[src/rtl/arbiter_4req_if.sv]
// arbiter_4req_if
// Bundles the request/grant signals between the requesters (master side)
// and the arbiter (slave side).
//   mode    : 0 = fixed priority, 1 = round-robin (sampled when idle)
//   req     : level-held request vector, bit 0 is highest fixed priority
//   done    : single-cycle pulse from the current owner to release
//   gnt     : registered one-hot grant, all zero with no owner
//   gnt_idx : registered encoded owner index, 00 with no owner
//   busy    : OR of gnt
//   timeout : one-cycle pulse marking a release forced by the hold limit
//
// Handshake: a requester raises req[k] and holds it until it sees gnt[k].
// It keeps req[k] high for as long as it wants the resource. It ends
// ownership by pulsing done or by dropping req[k]. Ownership also ends when
// the hold limit is reached. gnt is never reassigned without an all-zero gap
// cycle in between.
interface arbiter_4req_if;
  logic       mode;
  logic [0:3] req;
  logic       done;
  logic [0:3] gnt;
  logic [0:1] gnt_idx;
  logic       busy;
  logic       timeout;

  modport master (
    output mode, req, done,
    input  gnt, gnt_idx, busy, timeout
  );

  modport slave (
    input  mode, req, done,
    output gnt, gnt_idx, busy, timeout
  );
endinterface

[src/rtl/arbiter_4req.sv]
// arbiter_4req
// Shares one resource among four requesters, using fixed-priority or
// round-robin selection. Each grant lasts at most MAX_HOLD cycles.
//   clk        : rising-edge clock
//   rst        : synchronous active-high reset
//   bus        : arbiter_4req_if.slave (mode/req/done in, gnt/gnt_idx/busy/timeout out)
//   dbg_own_o  : FSM state for observation (1 = OWN, 0 = IDLE)
module arbiter_4req #(
  parameter int unsigned MAX_HOLD = 8
) (
  input  logic           clk,
  input  logic           rst,
  arbiter_4req_if.slave  bus,
  output logic           dbg_own_o
);

  typedef enum logic {IDLE = 1'b0, OWN = 1'b1} state_t;

  state_t     state_q, state_d;
  logic [1:0] ptr_q, ptr_d;
  logic [7:0] hold_q, hold_d;
  logic [1:0] owner_q, owner_d;
  logic [0:3] gnt_q, gnt_d;
  logic [1:0] idx_q, idx_d;
  logic       timeout_q, timeout_d;

  logic [1:0] winner;
  logic       at_limit;
  logic       owner_req;

  // Scan four positions from a start point and return the first set one.
  // Fixed priority is the same scan started at position 0.
  function automatic logic [1:0] pick(input logic [0:3] r, input logic rr,
                                      input logic [1:0] p);
    logic [1:0] start;
    logic [1:0] cand;
    logic       found;
    pick  = 2'd0;
    found = 1'b0;
    start = rr ? p : 2'd0;
    for (int i = 0; i < 4; i++) begin
      cand = start + i[1:0];
      if (!found && r[cand]) begin
        pick  = cand;
        found = 1'b1;
      end
    end
  endfunction

  assign winner    = pick(bus.req, bus.mode, ptr_q);
  assign at_limit  = (hold_q == 8'(MAX_HOLD - 1));
  assign owner_req = bus.req[owner_q];

  always_comb begin
    state_d   = state_q;
    ptr_d     = ptr_q;
    hold_d    = hold_q;
    owner_d   = owner_q;
    gnt_d     = gnt_q;
    idx_d     = idx_q;
    timeout_d = 1'b0;
    case (state_q)
      IDLE: begin
        if (bus.req != 4'b0000) begin
          state_d        = OWN;
          owner_d        = winner;
          idx_d          = winner;
          gnt_d          = 4'b0000;
          gnt_d[winner]  = 1'b1;
          hold_d         = 8'd0;
          ptr_d          = winner + 2'd1;
        end
      end
      OWN: begin
        if (bus.done || !owner_req || at_limit) begin
          state_d   = IDLE;
          gnt_d     = 4'b0000;
          idx_d     = 2'd0;
          hold_d    = 8'd0;
          // Flag only releases caused by the limit alone. A coinciding done
          // or request drop counts as a normal release.
          timeout_d = !bus.done && owner_req;
        end else begin
          hold_d = hold_q + 8'd1;
        end
      end
      default: state_d = IDLE;
    endcase
  end

  always_ff @(posedge clk) begin
    if (rst) begin
      state_q   <= IDLE;
      ptr_q     <= 2'd0;
      hold_q    <= 8'd0;
      owner_q   <= 2'd0;
      gnt_q     <= 4'b0000;
      idx_q     <= 2'd0;
      timeout_q <= 1'b0;
    end else begin
      state_q   <= state_d;
      ptr_q     <= ptr_d;
      hold_q    <= hold_d;
      owner_q   <= owner_d;
      gnt_q     <= gnt_d;
      idx_q     <= idx_d;
      timeout_q <= timeout_d;
    end
  end

  assign bus.gnt     = gnt_q;
  assign bus.gnt_idx = idx_q;
  assign bus.busy    = |gnt_q;
  assign bus.timeout = timeout_q;
  assign dbg_own_o   = (state_q == OWN);

endmodule

[src/flat_wrapper.sv]
// flat-port wrapper written by rule: the top's interface ports become plain ports
module arbiter_4req_flat 
#(
  parameter int unsigned MAX_HOLD = 8
)
  (clk, rst, dbg_own_o, bus_mode, bus_req, bus_done, bus_gnt, bus_gnt_idx, bus_busy, bus_timeout);
  arbiter_4req_if bus_i ();
  input  logic clk;
  input  logic rst;
  output logic dbg_own_o;
  input wire logic [$bits(bus_i.mode)-1:0] bus_mode;
  input wire logic [$bits(bus_i.req)-1:0] bus_req;
  input wire logic [$bits(bus_i.done)-1:0] bus_done;
  output wire logic [$bits(bus_i.gnt)-1:0] bus_gnt;
  output wire logic [$bits(bus_i.gnt_idx)-1:0] bus_gnt_idx;
  output wire logic [$bits(bus_i.busy)-1:0] bus_busy;
  output wire logic [$bits(bus_i.timeout)-1:0] bus_timeout;
  assign bus_i.mode = bus_mode;
  assign bus_i.req = bus_req;
  assign bus_i.done = bus_done;
  assign bus_gnt = bus_i.gnt;
  assign bus_gnt_idx = bus_i.gnt_idx;
  assign bus_busy = bus_i.busy;
  assign bus_timeout = bus_i.timeout;
  arbiter_4req #(.MAX_HOLD(MAX_HOLD)) u_core (.clk(clk), .rst(rst), .bus(bus_i), .dbg_own_o(dbg_own_o));
endmodule
[config.mk]
export PLATFORM = sky130hd
export DESIGN_NAME = arbiter_4req_flat
export DESIGN_NICKNAME = d
export VERILOG_FILES = /design/src/rtl/arbiter_4req_if.sv /design/src/rtl/arbiter_4req.sv /design/src/flat_wrapper.sv
export SDC_FILE = /design/constraint.sdc
export NUM_CORES = 1
export LEC_CHECK = 0
export CAP_MARGIN = 20
export CORE_MARGIN = 2
export CORE_UTILIZATION = 58
export DETAILED_ROUTE_END_ITERATION = 8
export PLACE_DENSITY = 0.95
export SLEW_MARGIN = 20
export SYNTH_ARGS = -nofsm -noshare
export SYNTH_HDL_FRONTEND = slang
export SYNTH_SLANG_ARGS = --single-unit
export TNS_END_PERCENT = 1
[constraint.sdc]
create_clock -name clk -period 2.8 [get_ports clk]
set_clock_uncertainty 0.05 [all_clocks]
set_input_delay 0.42 -clock clk [delete_from_list [all_inputs] [get_ports clk]]
set_output_delay 0.42 -clock clk [all_outputs]
set_load 0.005 [all_outputs]
# Word-level counts from Yosys, hierarchy flattened
# Index checks and enable logic that the tools add are counted.
# Widths: inputs -> output; s select.
[totals]
latchBits = 0
n_memories = 0
ram_bits = 0
output_inout_bits = 9
input_bits = 8
regBits = 20
word_cells = 84
mem_bits_ro = 0
[op_classes]
eq_ne = 3
addsub = 5
div_mod_pow = 0
bitwise_logic = 8
order_cmp = 7
reduce_logical = 17
mux = 37
n_mul = 0
n_shift = 0
[op_table]
columns = ["operator", "n"]
rows = [
  ["$ge 3x3->1 const B", 6],
  ["$not 2->3", 6],
  ["$mux 1", 16],
  ["$mux 8", 2],
  ["$pmux 8 s2", 1],
  ["$mux 2", 7],
  ["$bmux 1 s2", 5],
  ["$add 8x1->8 const B", 1],
  ["$eq 8x3->1 const B", 1],
  ["$mux 4", 2],
  ["$pmux 4 s2", 1],
  ["$logic_and 1x1->1", 5],
  ["$logic_not 1->1", 5],
  ["$add 2x1->2 const B", 2],
  ["$add 2x2->2 const B", 2],
  ["$pmux 2 s2", 1],
  ["$reduce_and 2->1", 2],
  ["$reduce_bool 4->1", 1],
  ["$reduce_or 4->1", 1],
  ["$lt 3x1->1 const B", 1],
  ["$reduce_or 3->1", 1],
  ["$demux 1 s2", 1],
  ["$logic_or 1x1->1", 2],
  ["$ne 2x1->1 const B", 1],
  ["3 further kinds", 4],
]

# Logic depth before layout (Yosys ltp)
# Gate-level depths: netlist of run 1.
[depth]
ltp_word = 22
ltp_mapped = 8

# Worst setup path after synthesis of run 1
# OpenSTA, ideal clock, no wires.
[synth_path]
path_type = "input to register"
from = "input port bus_req[0]"
to = "register u_core.gnt_q, in the netlist u_core.bus.gnt[0]"
setup_slack_ns = 0.968
path_buffers = 1
cell_stages = 7
setup_time_ns = 0.128
t_arrival_ns = 1.654
cell_sequence = "buf_2 -> mux4_2 -> nor2b_1 -> a21boi_2 -> nor2_2 -> a32oi_1 -> nor2_1"
[synth_between]
elab_chain_len = 20
[synth_lines]
columns = ["item", "line", "rtl"]
rows = [
  ["start, declared", "flat_wrapper.sv:12", "input wire logic [$bits(bus_i.req)-1:0] bus_req;"],
  ["$bmux 1 s2", "arbiter_4req.sv:43", "if (!found && r[cand]) begin"],
  ["$mux 1 (not written as such) (2 in series)", "arbiter_4req.sv:43", ""],
  ["$mux 1", "arbiter_4req.sv:43", ""],
  ["$logic_not 1->1", "arbiter_4req.sv:43", ""],
  ["$logic_and 1x1->1", "arbiter_4req.sv:43", ""],
  ["$mux 1", "arbiter_4req.sv:43", ""],
  ["$logic_not 1->1", "arbiter_4req.sv:43", ""],
  ["$logic_and 1x1->1", "arbiter_4req.sv:43", ""],
  ["[... 3 more ...]", "--", ""],
  ["$mux 2", "arbiter_4req.sv:43", ""],
  ["$not 2->3 (not written as such)", "arbiter_4req.sv:69", "gnt_d[winner] = 1'b1;"],
  ["$ge 3x3->1 (not written as such) / $lt 3x1->1 (equally long branches)", "arbiter_4req.sv:69", ""],
  ["$logic_and 1x1->1 (not written as such)", "arbiter_4req.sv:69", ""],
  ["$mux 1 (not written as such)", "arbiter_4req.sv:69", ""],
  ["$demux 1 s2", "arbiter_4req.sv:69", ""],
  ["$mux 4", "arbiter_4req.sv:64", "if (bus.req != 4'b0000) begin"],
  ["$pmux 4 s2", "arbiter_4req.sv:62", "case (state_q)"],
  ["end signal, assigned", "arbiter_4req.sv:105", "gnt_q <= gnt_d;"],
  ["end, declared", "arbiter_4req.sv:23", "logic [0:3] gnt_q, gnt_d;"],
]
# Several ways; a longest one is shown, not always the timed one. The select of a mux whose other input is x is not followed.
# A chain may end at the register's enable or synchronous reset.

# Worst setup path after layout of run 1
[layout_path]
from = "input port bus_mode"
to = "register u_core.ptr_q[1]"
[layout_between]
elab_chain_len = 16
[layout_lines]
columns = ["item", "line", "rtl"]
rows = [
  ["start, declared", "flat_wrapper.sv:11", "input wire logic [$bits(bus_i.mode)-1:0] bus_mode;"],
  ["$mux 2 *", "arbiter_4req.sv:40", "start = rr ? p : 2'd0;"],
  ["branches (longest 13 deep; another with $add 2x1->2)", "--", ""],
  ["$mux 2 *", "arbiter_4req.sv:43", ""],
  ["$add 2x1->2 *", "arbiter_4req.sv:71", "ptr_d = winner + 2'd1;"],
  ["end signal, assigned", "arbiter_4req.sv:102", "ptr_q <= ptr_d;"],
  ["end, declared", "arbiter_4req.sv:20", "logic [1:0] ptr_q, ptr_d;"],
]
# Mark *: on every way between the ends. The select of a mux whose other input is x is not followed.

==> results.py, run 1 <==
metrics = {
    "sta": {
        "setup-tns-final_ns": 0,
        "hold_ws_ns": 0.426,
        "maxSlewHeadroom_pct": 51.0,
        "fin_crit_sh_pct": 83.9,
        "min_period_ns": 2.35,
        "fmax_mhz": 426,
        "worst_pin_slew_ns": 0.732,
        "rsz0062_at_grt": "false",
        "finalHoldViolCount": 0,
        "slew_violations": 0,
        "finalSetupViolations": 0,
    },
    "clocking": {
        "cts_buffers": 3,
        "path_clk_slew_ns": 0.11,
        "htree_levels": 1,
        "clockRootBuffer": "clkbuf_4",
        "cts_tree": "done",
        "ctsHoldBuffers": 0,
        "clock_sinks": 20,
        "post_cts_resized": 0,
        "clock_latency_ns": 0.31,
        "clockBufferDepth": 2,
        "post_cts_buffers": 0,
    },
    "finish": {
        "drive_gt1_share_pct": 10.2,
        "diodes": 0,
        "layout_commonest_cell": "dfxtp_1",
        "syn_to_final_growth_pct": 14.9,
        "fin_nets": 177,
        "utilization_pct": 72.5,
        "final_cell_count_no_fill": 194,
        "final_area_mm2": 0.00147,
        "fillers": 148,
        "layout_common_cells": "dfxtp_1, a21oi_1, clkdlybuf4s50_1",
    },
    "floorplan": {
        "rows": 16,
        "die-area_mm2": 0.00259,
        "ios": 17,
        "die_h_um": 50.9,
        "initial_core_util_pct": 63.1,
        "die_w_um": 50.9,
        "core_mm2": 0.00202,
    },
    "setup_path": {
        "rrSetupSlack_ns": 0.48,
        "critPathMaxFanout": 8,
        "cp-start-kind": "input pin",
        "cp_data_required_time_ns": 2.91,
        "end_kind": "flip-flop",
        "worstSetupPathType": "input pin to flip-flop",
        "arrival_ns": 2.46,
        "reg2regPathDepth": 6,
        "timing.rr.start": "u_core.ptr_q[0]",
        "r2r_end": "u_core.ptr_q[1]",
    },
    "drt": {
        "drt_wl_total_mm": 2.92,
        "drtAntennaViolNets": 0,
        "drt-initial-drc-count": 42,
        "first_pass_iters": 5,
        "wl_per_cell_um": 15.0,
        "drc_errors": 0,
        "routed_via_density": 6.20,
        "vias": 1202,
    },
    "synth": {
        "synth.avg_cell_area_um2": 8.23,
        "synth_top_area_share_pct": 31.4,
        "synth_area_mm2": 0.00127,
        "ys_ff_latch": 20,
        "yosysUniqueCellTypes": 54,
        "yosysTopAreaCell": "dfxtp_1",
        "synth_nets": 164,
        "synth_cells": 155,
        "synth_area_leaders": "dfxtp_1, a21oi_1, nand2_1, nor2_1, nor2b_1",
        "synth_warnings": 0,
        "seq_area_frac_synth_pct": 31.4,
    },
    "power_and_ir_drop": {
        "peakVddDrop_mv": 0.545,
        "power_frac_clock_pct": 27.8,
        "comb_power_share_pct": 31.3,
        "switching_share_pct": 31.7,
        "p_seq_share_pct": 40.9,
        "p_leak_nw": 0.535,
        "p_int_uw": 583,
        "pwr_density_cell_mw_per_mm2": 583,
        "power_switching_uw": 271,
    },
    "global_route": {
        "grt_pass1_vias": 1137,
        "grt_pass1_wl_mm": 4.90,
        "grt_util_all_layers_pct": 24.2,
        "grt_max_degree": 21,
        "antenna_found_initial": 0,
        "overflow": 0,
    },
    "hold_path": {
        "hold_class": "flip-flop to flip-flop",
        "holdPathEnd": "u_core.bus.gnt_idx[0]",
        "min_from": "u_core.bus.gnt_idx[0]",
        "whs_path_depth": 2,
    },
    "placement": {
        "place_inst": 190,
        "placed_cell_area_mm2": 0.00141,
        "gp_congestion": 0.870,
        "dp_hpwl_mm": 2.12,
        "placement.io_buffers": 16,
    },
    "status": {
        "outcome": "finished clean",
    },
    "run": {
        "drv_cap": 0,
    },
}
## worst max-delay path by stage
stage	startpoint	endpoint	slack, ns
6_report	bus_mode	u_core.ptr_q[1]	0.45
5_1_grt	u_core.ptr_q[0]	u_core.ptr_q[1]	0.25
4_1_cts	bus_req[1]	u_core.hold_q[6]	0.47
3_5_place_dp	bus_req[1]	u_core.hold_q[6]	0.17
3_3_place_gp	bus_req[1]	u_core.bus.gnt[2]	0.28
2_1_floorplan	bus_req[0]	u_core.bus.gnt[0]	0.97
## worst max-delay path, stage by stage
cell and delay (ns):
clkdlybuf4s50_1 0.62, nand2_1 0.17, o32ai_1 0.45, o221a_1 0.30, o21ai_1 0.13, a221oi_1 0.29
a311oi_1 0.08
## kinds of logic (layout without fill, tap and decap cells)
group | Yosys count | in the layout | share of synthesized area (%)
AO/OA/AOI/OAI | 48 | 48 | 26.2
adder cells (fa/ha/maj) | 1 | 1 | 0.981
AND/OR/NAND/NOR | 70 | 70 | 31.5
buffers and inverters | 12 | 24 | 5.89
XOR/XNOR | 1 | 1 | 0.687
flip-flops | 20 | 20 | 31.4
multiplexers | 3 | 3 | 3.34
## state kept, by name (all words and copies together) (netlist names)
register,flops
u_core.bus.gnt,4
u_core.bus.gnt_idx,2
u_core.bus.timeout,1
u_core.dbg_own_o,1
u_core.hold_q,8
u_core.owner_q,2
u_core.ptr_q,2
## power by group through the flow
stage                     clock network (mW)  registers, mW  logic, mW
after CTS                              0.236          0.348      0.266
after detailed placement                   0          0.355      0.262
final                                  0.237          0.350      0.267
after global placement                     0          0.352      0.253
after global routing                   0.246          0.354      0.293
after floorplan                            0          0.331      0.213
## synth_stat cells (all sizes together)
cell type	number
a2111oi	1
a211oi	1
a21boi	1
a21o	1
a21oi	20
a221oi	1
a22oi	1
a311oi	1
a31oi	2
a32oi	1
a41oi	1
and2	1
and3	3
and3b	1
buf	7
clkbuf	2
dfxtp	20
ha	1
inv	3
mux2i	2
mux4	1
nand2	13
nand2b	4
nand3	6
nand3b	2
nand4	2
nor2	14
nor2b	6
nor3	2
nor3b	4
nor4	3
o21a	1
o21ai	8
o21ba	1
o21bai	1
o221a	1
o22a	1
o22ai	1
o2bb2ai	1
o32ai	2
or2	3
or3	4
or4	2
xor2	1
## stage by stage
step / setup slack [ns] / total power [mW]
3_5_place_dp: 0.168 / 0.616
3_3_place_gp: 0.279 / 0.606
2_1_floorplan: 0.968 / 0.544
6_report: 0.450 / 0.854
5_1_grt: 0.251 / 0.893
4_1_cts: 0.473 / 0.851
## per-layer routing
layer  wire length, µm  vias to the layer above  GRT usage [%]
li1                  -                      598              -
met1              1360                      569           31.8
met2              1440                       33           42.8
met3               107                        2           1.75
met4                 9                        0           7.21
met5                 0                        -              0
## area by class of cell
cell class / count / area (µm²) / area share (%)
Clock buffer: 3 / 22.5 / 1.54
Clock inverter: 1 / 30.0 / 2.05
Inverter: 3 / 11.3 / 0.769
Multi-Input combinational cell: 123 / 800 / 54.6
Sequential cell: 20 / 400 / 27.3
Tap cell: 27 / 33.8 / 2.31
Timing Repair Buffer: 17 / 168 / 11.4
Note: power is estimated with default switching activity, not from simulation.
==> run 2: changes to the inputs <==
Settings changed: CORE_UTILIZATION 58 to 49, PLACE_DENSITY 0.95 to 0.87.
Clock period 2.8 ns to 2 ns, I/O delays scaled along.
==> run 2 against run 1 <==
Compared with the run above: count of clock-buffer cells in the layout stayed put; total power is 66% higher; core utilization is 1.8 points higher; first-iteration DRC count is 7.1% higher; cell area is 26% higher; routed wire length is 33% higher; combinational power is 130% higher; critical endpoint is now u_core.bus.gnt[2]; largest cell class unchanged.
==> results.py, run 2 (same netlist as run 1, synthesis figures left out) <==
metrics = {
    "status": {
        "outcome": "finished clean",
    },
    "hold_path": {
        "hold_class": "flip-flop to flip-flop",
        "whs_path_depth": 2,
    },
    "drt": {
        "drt-initial-drc-count": 45,
        "vias": 1427,
        "first_pass_iters": 4,
        "drt_wl_total_mm": 3.88,
        "drc_errors": 0,
        "wirelength_met1_mm": 1.64,
        "wl_per_cell_um": 16.8,
        "wl_met3_um": 233,
        "drtAntennaViolNets": 0,
        "routed_via_density": 6.18,
        "top_layer": "met4",
        "route.met2.wl_mm": 1.92,
    },
    "power_and_ir_drop": {
        "peakVddDrop_mv": 0.736,
        "pwr_density_cell_mw_per_mm2": 770,
        "p_leak_nw": 0.760,
        "finalPower_mw": 1.42,
    },
    "clocking": {
        "htree_levels": 1,
        "ctsHoldBuffers": 0,
        "cts_buffers": 3,
        "path_clk_slew_ns": 0.11,
        "clockRootBuffer": "clkbuf_4",
        "cts_tree": "done",
        "clockBufferDepth": 2,
        "clock_latency_ns": 0.32,
        "clock_sinks": 20,
    },
    "setup_path": {
        "arrival_ns": 2.16,
        "reg2regPathDepth": 7,
        "cp-start-kind": "flip-flop",
        "r2r_end": "u_core.bus.gnt[2]",
        "worst_path_largest_cell_delay_ns": 0.40,
        "worstSetupStartpoint": "u_core.ptr_q[0]",
        "timing.rr.start": "u_core.ptr_q[0]",
        "crit_chain": "buf_6 -> mux2i_2 -> o22ai_2 -> o2bb2ai_2 -> nand4_4 -> or3_4 -> a21oi_2",
        "end_kind": "flip-flop",
        "cp_slowest_cell": "dfxtp_4",
        "worstSetupPathType": "flip-flop to flip-flop",
        "critPathMaxFanout": 7,
        "rrSetupSlack_ns": 0.04,
        "cp_data_required_time_ns": 2.20,
        "crit_path_end": "u_core.bus.gnt[2]",
    },
    "global_route": {
        "antenna_found_initial": 0,
        "grt_max_degree": 13,
        "overflow": 0,
        "grt_util_all_layers_pct": 24.8,
        "grt_pass1_vias": 1316,
        "grt_pass1_wl_mm": 5.51,
    },
    "sta": {
        "slew_violations": 0,
        "rsz0062_at_grt": "true",
        "min_period_ns": 1.96,
        "finalHoldViolCount": 0,
        "fmax_mhz": 510,
        "fin_crit_sh_pct": 98.0,
        "finalSetupViolations": 0,
        "worst_pin_slew_ns": 0.389,
        "maxSlewHeadroom_pct": 74.0,
    },
    "finish": {
        "layout_commonest_cell": "buf_4",
        "largest_register_ffs": 8,
        "syn_to_final_growth_pct": 44.4,
        "fin_nets": 211,
        "utilization_pct": 74.3,
        "fillers": 184,
        "regMostFlops": "u_core.hold_q",
        "diodes": 0,
        "layout_common_cells": "buf_4, dfxtp_1, a21oi_1",
        "drive_gt1_share_pct": 33.8,
    },
    "placement": {
        "dp_hpwl_mm": 2.52,
        "gp_congestion": 0.866,
        "placement.io_buffers": 16,
    },
    "floorplan": {
        "die_h_um": 55.0,
        "initial_core_util_pct": 51.5,
        "rows": 18,
        "ios": 17,
        "die_w_um": 55.0,
        "core_mm2": 0.00248,
        "die-area_mm2": 0.00303,
    },
    "run": {
        "drv_cap": 0,
    },
}
-- run 2: cell types whose count changed in the layout (fill, tap and decap cells not counted), moves of 2 or more --
cell	before	now
or3_4	0	2
dlygate4sd2_1	0	3
dfxtp_1	20	18
or3_1	4	2
a21oi_1	18	15
nor2b_1	6	4
buf_4	1	33
nor2b_2	0	2
clkdlybuf4s50_1	16	10
dlymetal6s2s_1	0	3
a21oi_2	2	4
buf_6	0	2
-- run 2: stage by stage --
| step | setup WS [ns] | instances | cell area [µm²] | setup TNS [ns] | hold WS (ns) |
|---|---|---|---|---|---|
| floorplan | 0.209 | 155 | 1270 | 0 | 0.398 |
| global placement | -0.277 | 226 | 1660 | -4.33 | 0.395 |
| detailed placement | -0.373 | 226 | 1660 | -5.47 | 0.403 |
| CTS | -0.0123 | 230 | 1760 | -0.0123 | 0.424 |
| global route | -0.0597 | 231 | 1840 | -0.143 | 0.437 |
| finish | 0.0402 | 231 | 1840 | 0 | 0.426 |
-- run 2: how the worst min path moves through the flow --
stage,start,endpoint,slack (ns)
global route,u_core.bus.gnt_idx[1],u_core.bus.gnt_idx[1],0.44
global placement,u_core.bus.gnt_idx[1],u_core.bus.gnt_idx[1],0.40
detailed placement,u_core.bus.gnt_idx[1],u_core.bus.gnt_idx[1],0.40
floorplan,u_core.bus.gnt_idx[1],u_core.bus.gnt_idx[1],0.40
CTS,u_core.bus.gnt_idx[1],u_core.bus.gnt_idx[1],0.42
finish,u_core.bus.gnt_idx[1],u_core.bus.gnt_idx[1],0.43
-- run 2: where the power goes --
part	switching [mW]	leakage, nW	total, mW	internal (mW)
logic	0.298	0.568	0.608	0.310
registers	0.0365	0.164	0.471	0.435
clock network	0.134	0.0279	0.337	0.203
total	0.469	0.760	1.42	0.947
-- run 2: layout make-up --
| type | count | area [µm²] | area share, % |
|---|---|---|---|
| inverters | 3 | 11.3 | 0.612 |
| flip-flops and latches | 20 | 405 | 22.0 |
| repair buffers | 51 | 434 | 23.6 |
| clock inverters | 1 | 30.0 | 1.63 |
| clock buffers | 3 | 22.5 | 1.22 |
| multi-input cells | 123 | 900 | 48.9 |
| well taps | 30 | 37.5 | 2.04 |
-- run 2: per-layer routing --
metal,GRT usage (%),vias up
met5,0,-
met3,4.03,14
li1,-,663
met2,43.8,63
met4,9.76,0
met1,29.8,687
-- run 2: critical path, delay by kind of cell (launching register included) --
| kind | cells | cell delay (ns) |
|---|---|---|
| buf+inv | 1 | 0.11 |
| compound gates | 3 | 0.59 |
| simple gates | 2 | 0.54 |
| mux | 1 | 0.21 |
| flops | 1 | 0.40 |
-- run 2: what timing repair did --
item / in CTS / in global routing
endpoints found under the setup margin: 5 / 16
setup buffers: 0 / 1
gates resized for setup: 12 / 20
pin swaps: 1 / 9
gates cloned: 0 / 0
endpoints found under the hold margin: 0 / 0
